$ cat config.mk
export PLATFORM = sky130hd
export DESIGN_NAME = timekeeper_ctrl
export DESIGN_NICKNAME = d
export VERILOG_FILES = /design/src/rtl/clock_pkg.sv /design/src/rtl/bcd_mod_counter.sv /design/src/rtl/timekeeper_ctrl.sv
export SDC_FILE = /design/constraint.sdc
export NUM_CORES = 1
export LEC_CHECK = 0
export CAP_MARGIN = 10
export CORE_MARGIN = 3
export CORE_UTILIZATION = 50
export CTS_CLUSTER_DIAMETER = 100
export CTS_CLUSTER_SIZE = 30
export DETAILED_ROUTE_END_ITERATION = 10
export PLACE_DENSITY = 0.78
export SLEW_MARGIN = 20
export SYNTH_ARGS = -nofsm -noshare
export SYNTH_HDL_FRONTEND = slang
export SYNTH_SLANG_ARGS = --single-unit
$ cat constraint.sdc
create_clock -name clk -period 3 [get_ports clk]
set_clock_uncertainty 0.2 [all_clocks]
set_input_delay 0.6 -clock clk [delete_from_list [all_inputs] [get_ports clk]]
set_output_delay 0.6 -clock clk [all_outputs]
set_load 0.1 [all_outputs]
$ cat src/rtl/clock_pkg.sv
// Shared clock-datapath definitions: mode encodings, BCD field limits and BCD increment.
package clock_pkg;

    typedef enum logic [1:0] {
        MODE_RUN      = 2'b00,
        MODE_SET_HOUR = 2'b01,
        MODE_SET_MIN  = 2'b10
    } mode_e;

    localparam logic [7:0] BCD_MAX_SEC_MIN = 8'h59;
    localparam logic [7:0] BCD_MAX_HOUR    = 8'h23;

    // Two-digit BCD +1; the caller handles the field modulus before calling.
    function automatic logic [7:0] bcd_inc(input logic [7:0] v);
        if (v[3:0] == 4'd9) begin
            return {v[7:4] + 4'd1, 4'd0};
        end
        return {v[7:4], v[3:0] + 4'd1};
    endfunction

endpackage

$ cat src/rtl/bcd_mod_counter.sv
// Two-digit BCD counter that wraps to 00 after MAX; wrap flags an increment taken at MAX.
module bcd_mod_counter
    import clock_pkg::*;
#(
    parameter logic [7:0] MAX = BCD_MAX_SEC_MIN
) (
    input  logic       clk,
    input  logic       rst,
    input  logic [7:0] reset_val,
    input  logic       inc,
    input  logic       clr,
    output logic [7:0] value,
    output logic       wrap
);

    logic [7:0] value_q, value_d;

    assign wrap  = inc & (value_q == MAX);
    assign value = value_q;

    // NOTE: value_d gets a default before any branch so the block can never infer a latch.
    always_comb begin
        value_d = value_q;
        if (clr) begin
            value_d = 8'h00;
        end else if (inc) begin
            value_d = wrap ? 8'h00 : bcd_inc(value_q);
        end
    end

    // NOTE: state registers use non-blocking assignments so every flop samples pre-edge values.
    always_ff @(posedge clk or posedge rst) begin
        if (rst) begin
            value_q <= reset_val;
        end else begin
            value_q <= value_d;
        end
    end

endmodule

$ cat src/rtl/timekeeper_ctrl.sv
// Time-of-day controller: BCD hh:mm:ss driven by the 1 Hz tick, with a set-mode FSM,
// a once-per-minute pulse and display blink enables.
module timekeeper_ctrl
    import clock_pkg::*;
#(
    parameter logic [7:0] RESET_HOUR = 8'h00,
    parameter logic [7:0] RESET_MIN  = 8'h00
) (
    input  logic       clk,
    input  logic       rst,
    input  logic       sec_tick,
    input  logic       btn_mode,
    input  logic       btn_inc,
    output logic [7:0] hour_bcd,
    output logic [7:0] min_bcd,
    output logic [7:0] sec_bcd,
    output logic [1:0] mode,
    output logic       blink_hour,
    output logic       blink_min,
    output logic       min_tick
);

    mode_e mode_q, mode_d;
    logic  phase_q, phase_d;
    logic  blink_hour_q, blink_min_q, min_tick_q;
    logic  sec_clr;
    logic  sec_inc, min_inc, hour_inc;
    logic  sec_wrap, min_wrap, hour_wrap_unused;
    logic  in_run, in_set_hour, in_set_min;

    assign in_run      = (mode_q == MODE_RUN);
    assign in_set_hour = (mode_q == MODE_SET_HOUR);
    assign in_set_min  = (mode_q == MODE_SET_MIN);

    // A mode press in a set state swallows a coincident increment.
    assign sec_inc  = in_run & sec_tick;
    assign min_inc  = (in_run & sec_wrap) | (in_set_min & btn_inc & ~btn_mode);
    assign hour_inc = (in_run & min_wrap) | (in_set_hour & btn_inc & ~btn_mode);

    bcd_mod_counter #(.MAX(BCD_MAX_SEC_MIN)) u_sec (
        .clk(clk), .rst(rst), .reset_val(8'h00), .inc(sec_inc), .clr(sec_clr),
        .value(sec_bcd), .wrap(sec_wrap)
    );

    bcd_mod_counter #(.MAX(BCD_MAX_SEC_MIN)) u_min (
        .clk(clk), .rst(rst), .reset_val(RESET_MIN), .inc(min_inc), .clr(1'b0),
        .value(min_bcd), .wrap(min_wrap)
    );

    bcd_mod_counter #(.MAX(BCD_MAX_HOUR)) u_hour (
        .clk(clk), .rst(rst), .reset_val(RESET_HOUR), .inc(hour_inc), .clr(1'b0),
        .value(hour_bcd), .wrap(hour_wrap_unused)
    );

    always_comb begin
        mode_d  = mode_q;
        phase_d = phase_q;
        sec_clr = 1'b0;
        case (mode_q)
            MODE_RUN: begin
                phase_d = 1'b0;
                if (btn_mode) mode_d = MODE_SET_HOUR;
            end
            MODE_SET_HOUR: begin
                if (btn_mode) begin
                    mode_d  = MODE_SET_MIN;
                    phase_d = 1'b0;
                end else if (sec_tick) begin
                    phase_d = ~phase_q;
                end
            end
            MODE_SET_MIN: begin
                if (btn_mode) begin
                    mode_d  = MODE_RUN;
                    phase_d = 1'b0;
                    sec_clr = 1'b1;
                end else if (sec_tick) begin
                    phase_d = ~phase_q;
                end
            end
            default: begin
                mode_d  = MODE_RUN;
                phase_d = 1'b0;
            end
        endcase
    end

    // Blink enables are registered from next-state so they line up with the new mode.
    always_ff @(posedge clk or posedge rst) begin
        if (rst) begin
            mode_q       <= MODE_RUN;
            phase_q      <= 1'b0;
            blink_hour_q <= 1'b0;
            blink_min_q  <= 1'b0;
            min_tick_q   <= 1'b0;
        end else begin
            mode_q       <= mode_d;
            phase_q      <= phase_d;
            blink_hour_q <= (mode_d == MODE_SET_HOUR) & phase_d;
            blink_min_q  <= (mode_d == MODE_SET_MIN) & phase_d;
            min_tick_q   <= in_run & sec_wrap;
        end
    end

    assign mode       = mode_q;
    assign blink_hour = blink_hour_q;
    assign blink_min  = blink_min_q;
    assign min_tick   = min_tick_q;

endmodule

Yosys cells after proc, flatten, opt, wreduce, memory -nomap -nowiden
Index checks and enable logic that the tools add are counted.
Widths: inputs -> output; s select.
{"block": "word_totals", "reg_bits": 30, "output_inout_bits": 29, "wordCells": 79}
{"block": "op_classes", "eq_ne": 10, "n_mux": 27, "reduce_logical": 9, "addsub": 6, "bitwise": 16}
{"cell": "$mux 8", "n": 11}
{"cell": "$add 4x1->4 const B", "n": 6}
{"cell": "$eq 8x7->1 const B", "n": 2}
{"cell": "$and 1x1->1", "n": 12}
{"cell": "$eq 4x4->1 const B", "n": 3}
{"cell": "$mux 1", "n": 12}
{"cell": "$eq 8x6->1 const B", "n": 1}
{"cell": "$mux 2", "n": 3}
{"cell": "$pmux 2 s3", "n": 1}
{"cell": "$reduce_and 2->1", "n": 3}
{"cell": "$reduce_bool 2->1", "n": 3}
{"cell": "$eq 2x1->1 const B", "n": 2}
{"cell": "$eq 2x2->1 const B", "n": 2}
{"cell": "$reduce_bool 3->1", "n": 1}
{"cell": "$logic_not 2->1", "n": 1}
{"cell": "$not 1->1", "n": 2}
{"cell": "$or 1x1->1", "n": 2}
{"cell": "$reduce_or 2->1", "n": 1}

Longest topological paths before layout
{"block": "logic_depth", "ltp_word": 11, "mapped_depth": 8}

Least setup slack after synthesis
No wires, ideal clock.
{"block": "synth_timing", "kind": "reg2reg", "start": "reg u_sec.value_q[0], in the netlist u_sec.value[0]", "end": "reg u_hour.value_q[6], in the netlist u_hour.value[6]", "period_less_slack_ns": 2.854, "path_stages_with_launch": 8, "arrival_time_ns": 2.495, "path_slack_ns": 0.146, "path_cell_list": "dfrtp_1 > ha_1 > and3b_1 > buf_6 > a41oi_4 > o21a_4 > or3b_1 > xnor2_1"}
{"block": "synth_between", "elab_chain_cells": 10, "elab_cells_between_ends": 11}
{"element": "from (decl)", "line_no": "bcd_mod_counter.sv:16", "text": "logic [7:0] value_q, value_d;"}
{"element": "from (signal assigned)", "line_no": "bcd_mod_counter.sv:34", "text": "value_q <= reset_val;"}
{"element": "from (signal assigned)", "line_no": "bcd_mod_counter.sv:36", "text": "value_q <= value_d;"}
{"element": "$eq 8x7->1 *", "line_no": "bcd_mod_counter.sv:18", "text": "assign wrap = inc & (value_q == MAX);"}
{"element": "$and 1x1->1 *", "line_no": "bcd_mod_counter.sv:18"}
{"element": "$and 1x1->1 *", "line_no": "timekeeper_ctrl.sv:37", "text": "assign min_inc = (in_run & sec_wrap) | (in_set_min & btn_inc & ~btn_mode);"}
{"element": "$or 1x1->1 *", "line_no": "timekeeper_ctrl.sv:37"}
{"element": "$and 1x1->1 *", "line_no": "bcd_mod_counter.sv:18"}
{"element": "$and 1x1->1 *", "line_no": "timekeeper_ctrl.sv:38", "text": "assign hour_inc = (in_run & min_wrap) | (in_set_hour & btn_inc & ~btn_mode);"}
{"element": "$or 1x1->1 *", "line_no": "timekeeper_ctrl.sv:38"}
{"element": "$and 1x1->1", "line_no": "bcd_mod_counter.sv:18"}
{"element": "$reduce_bool 2->1 (no line)"}
{"element": "$reduce_and 2->1 (no line)"}
{"element": "to (signal assigned)", "line_no": "bcd_mod_counter.sv:34"}
{"element": "to (signal assigned)", "line_no": "bcd_mod_counter.sv:36"}
{"element": "to (decl)", "line_no": "bcd_mod_counter.sv:16"}
Every way passes the cells marked *; elsewhere a longest branch is shown, timed or not.
A chain may end at the register's enable or synchronous reset.

Worst setup path after layout
{"block": "layout_timing", "start": "in sec_tick", "end": "reg u_min.value_q[7], in the netlist u_min.value[7]"}
{"block": "layout_between", "elab_chain_cells": 7, "elab_cells_between_ends": 8}
{"element": "from (decl)", "line_no": "timekeeper_ctrl.sv:11", "text": "input logic sec_tick,"}
{"element": "$and 1x1->1 *", "line_no": "timekeeper_ctrl.sv:36", "text": "assign sec_inc = in_run & sec_tick;"}
{"element": "$and 1x1->1 *", "line_no": "bcd_mod_counter.sv:18"}
{"element": "$and 1x1->1 *", "line_no": "timekeeper_ctrl.sv:37"}
{"element": "$or 1x1->1 *", "line_no": "timekeeper_ctrl.sv:37"}
{"element": "$and 1x1->1", "line_no": "bcd_mod_counter.sv:18"}
{"element": "$reduce_bool 2->1 (no line)"}
{"element": "$reduce_and 2->1 (no line)"}
{"element": "to (signal assigned)", "line_no": "bcd_mod_counter.sv:34"}
{"element": "to (signal assigned)", "line_no": "bcd_mod_counter.sv:36"}
{"element": "to (decl)", "line_no": "bcd_mod_counter.sv:16"}
Marked as above.

==> impl_metrics.csv <==
group,metric,value,unit
status,status,"completed",
critical_path,r2r-end,"u_min.value[7]",
route,via_count,1384,
worst_hold_path,hold_path_class,"register to register",
logic_synthesis,syn_area,0.001723,mm^2
logic_synthesis,ys_types,37,
timing,maxSlewViolCount,0,
logic_synthesis,yosysWarnings,0,
logic_synthesis,synth_nets,194,
global_routing,antenna_found_initial,0,
finish,fin_nets,232,
floorplan,die-area,0.004186,mm^2
clocking,cts_root_buf,"clkbuf_4",
timing,rsz0062_at_grt,"false",
logic_synthesis,netlist_instances,173,
worst_hold_path,holdPathEnd,"u_hour.value[7]",
finish,area_growth,20.55,%
timing,fin_setup_tns,0,ns
floorplan,core,0.003178,mm^2
floorplan,rows,20,
logic_synthesis,synth_edf_count,0,
critical_path,cp.required,3.08,ns
placement,placedInstanceArea,0.002017,mm^2
finish,design_area,0.002077,mm^2
global_routing,grt_pass1_wl,5934,um
clocking,cts_hold_buffers,0,
clocking,htreeDepth,2,
global_routing,groute.usage.overall,18.23,%
critical_path,startpoint,"sec_tick",
timing,slew_headroom,72.15,%
timing,setup_ws,0.5953,ns
route,drc,0,
critical_path,rr_startpoint,"mode[0]",
worst_hold_path,whs_path_depth,1,
critical_path,cp_max_fo,7,
route,drt_iter0_markers,58,
global_routing,grt_pass1_vias,1385,
critical_path,start_kind,"primary input",
timing,tightestPinTransition,0.4134,ns
pwr,p_per_area,1004,mW/mm^2
timing,finalCritPeriodShare,80.16,%
clocking,clock_latency,0.34,ns
clocking,cts-buffers-inserted,5,
pwr,design_power_total,2.085,mW
timing,period_minus_slack,2.405,ns
global_routing,grt_overflow_total,0,
critical_path,cp-end-kind,"register",
logic_synthesis,ys_seq_area_share,43.57,%
timing,final_hold_viol_count,0,
clocking,clk_pin_slew_worst_paths,0.10,ns
clocking,tritoncts,"done",
pwr,total_leakage_power,1.012,nW
pwr,ir_worst_vdd,722.5,uV
logic_synthesis,avgSynthCellArea,9.959,um^2
critical_path,worstSetupPathType,"primary input to register",
route,wire_per_inst,13.19,um
finish,diodes,0,
worst_hold_path,holdCritStartpoint,"u_hour.value[7]",
logic_synthesis,ys.flop_type,"dfrtp_1",
timing,setup-violations-final,0,
logic_synthesis,ys_ff_latch,30,
placement,dp_slack,0.2353,ns
floorplan,start_util,54.21,%
floorplan,die_h,64.70,um
critical_path,crit_arrival,2.49,ns
critical_path,worstRegToRegCells,7,
route,avgViaCountPerCell,5.406,
placement,dpl.hpwl,2577,um
route,ant_nets,0,
placement,place.gp.congestion,0.8024,
clocking,post_cts_buffers,0,
placement,portBuffers,33,
route,drtPass1Iterations,4,
global_routing,grt_max_degree,31,
clocking,cts_sinks,30,
clocking,clk_path_buf_depth,2,
floorplan,die_w,64.70,um
timing,fmax,0.4158,GHz
floorplan,io_pins,34,
finish,drive_gt1_share,24.06,%
run,drv_cap,0,
logic_synthesis,synthArstFlopShare,100.0,%
route,wl,3376,um
clocking,post_cts_resized,0,
critical_path,r2r_slack,0.60,ns
-- cell type report --
type / instances / area, um^2
clock buffers: 7 / 55.05
clock inverters: 1 / 5.005
fillers: 267 / 1101
inverters: 14 / 52.55
multi-input cells: 126 / 893.4
flip-flops and latches: 30 / 750.7
well taps: 44 / 55.05
repair buffers: 34 / 265.3
-- worst max-delay path by stage --
stage                      end  cells past startpoint
6_report        u_min.value[7]                      6
5_1_grt         u_min.value[7]                      7
4_1_cts         u_min.value[7]                      7
3_5_place_dp    u_min.value[7]                      6
3_3_place_gp    u_min.value[7]                      6
2_1_floorplan  u_hour.value[6]                      7
-- synthesized netlist by cell type, drive strengths merged, types with 2 or more instances --
cell type | instances | area, um^2
a21o | 3 | 25.03
a21oi | 9 | 45.04
and2 | 4 | 25.02
and3b | 5 | 48.80
buf | 3 | 26.27
dfrtp | 30 | 750.7
ha | 16 | 200.2
inv | 14 | 52.55
mux2i | 2 | 20.02
nand2 | 7 | 26.28
nand2b | 2 | 12.51
nand3 | 9 | 45.04
nand3b | 4 | 30.03
nor2 | 17 | 63.81
nor3 | 12 | 60.06
nor3b | 2 | 15.01
o21ai | 13 | 65.06
o31ai | 4 | 30.03
or3b | 2 | 17.52
or4 | 2 | 15.01
xor2 | 2 | 17.52
-- layer usage --
metal / GRT usage [%] / part of all wire [%]
met3: 5.893 / 5.3
met5: 0 / 0
met1: 20.02 / 41
met2: 32.44 / 52
met4: 6.860 / 1.7
-- flip-flops by register name, indices dropped and copies added, names as in the netlist --
register,flops
u_hour.value,8
u_sec.value,8
u_min.value,8
mode,2
phase_q,1
min_tick,1
blink_min,1
blink_hour,1
-- cell usage in the layout, fill, tap and decap left out, types with 4 or more instances in the layout --
| cell type | synthesis | final |
|---|---|---|
| nand3b_1 | 4 | 4 |
| o21ai_0 | 12 | 12 |
| o31ai_1 | 4 | 4 |
| inv_1 | 14 | 14 |
| nor3_1 | 12 | 12 |
| dfrtp_1 | 30 | 30 |
| and2_1 | 4 | 4 |
| ha_1 | 16 | 16 |
| clkdlybuf4s50_1 | 0 | 4 |
| nand3_1 | 9 | 9 |
| a21oi_1 | 9 | 9 |
| nand2_1 | 7 | 7 |
| and3b_2 | 4 | 4 |
| clkbuf_4 | 0 | 5 |
| nor2_1 | 17 | 17 |
| buf_4 | 0 | 30 |
-- per-stage QoR --
stage	util, %	hold slack [ns]	cells
6_report	65.35	0.2972	256
5_1_grt	65.35	0.3335	256
4_1_cts	65.35	0.3010	256
3_5_place_dp	63.46	0.2831	248
3_3_place_gp	63.46	0.2847	248
2_1_floorplan	-	0.3609	173
-- critical path, stage by stage --
cell,delay [ns]
clkdlybuf4s50_1,0.61
nand2_1,0.23
nor4_4,0.27
o21ai_1,0.19
or4_1,0.51
nand2_1,0.08
-- kinds of logic (layout without fill, tap and decap cells) --
kind of cell	count (synthesis)	count (layout)	synth area share (%)
AO/OA/AOI/OAI	32	32	12.42
XOR/XNOR	3	3	1.525
adder cells (fa/ha/maj)	16	16	11.62
buffers and inverters	17	56	4.575
flip-flops	30	30	43.57
multiplexers	3	3	1.816
AND/OR/NAND/NOR	72	72	24.47
-- where the power goes --
group / internal (mW) / switching, mW
clock network: 0.113 / 0.141
logic: 0.286 / 0.918
registers: 0.499 / 0.128
total: 0.898 / 1.19
No activity file was read; power rests on OpenSTA's default activity.
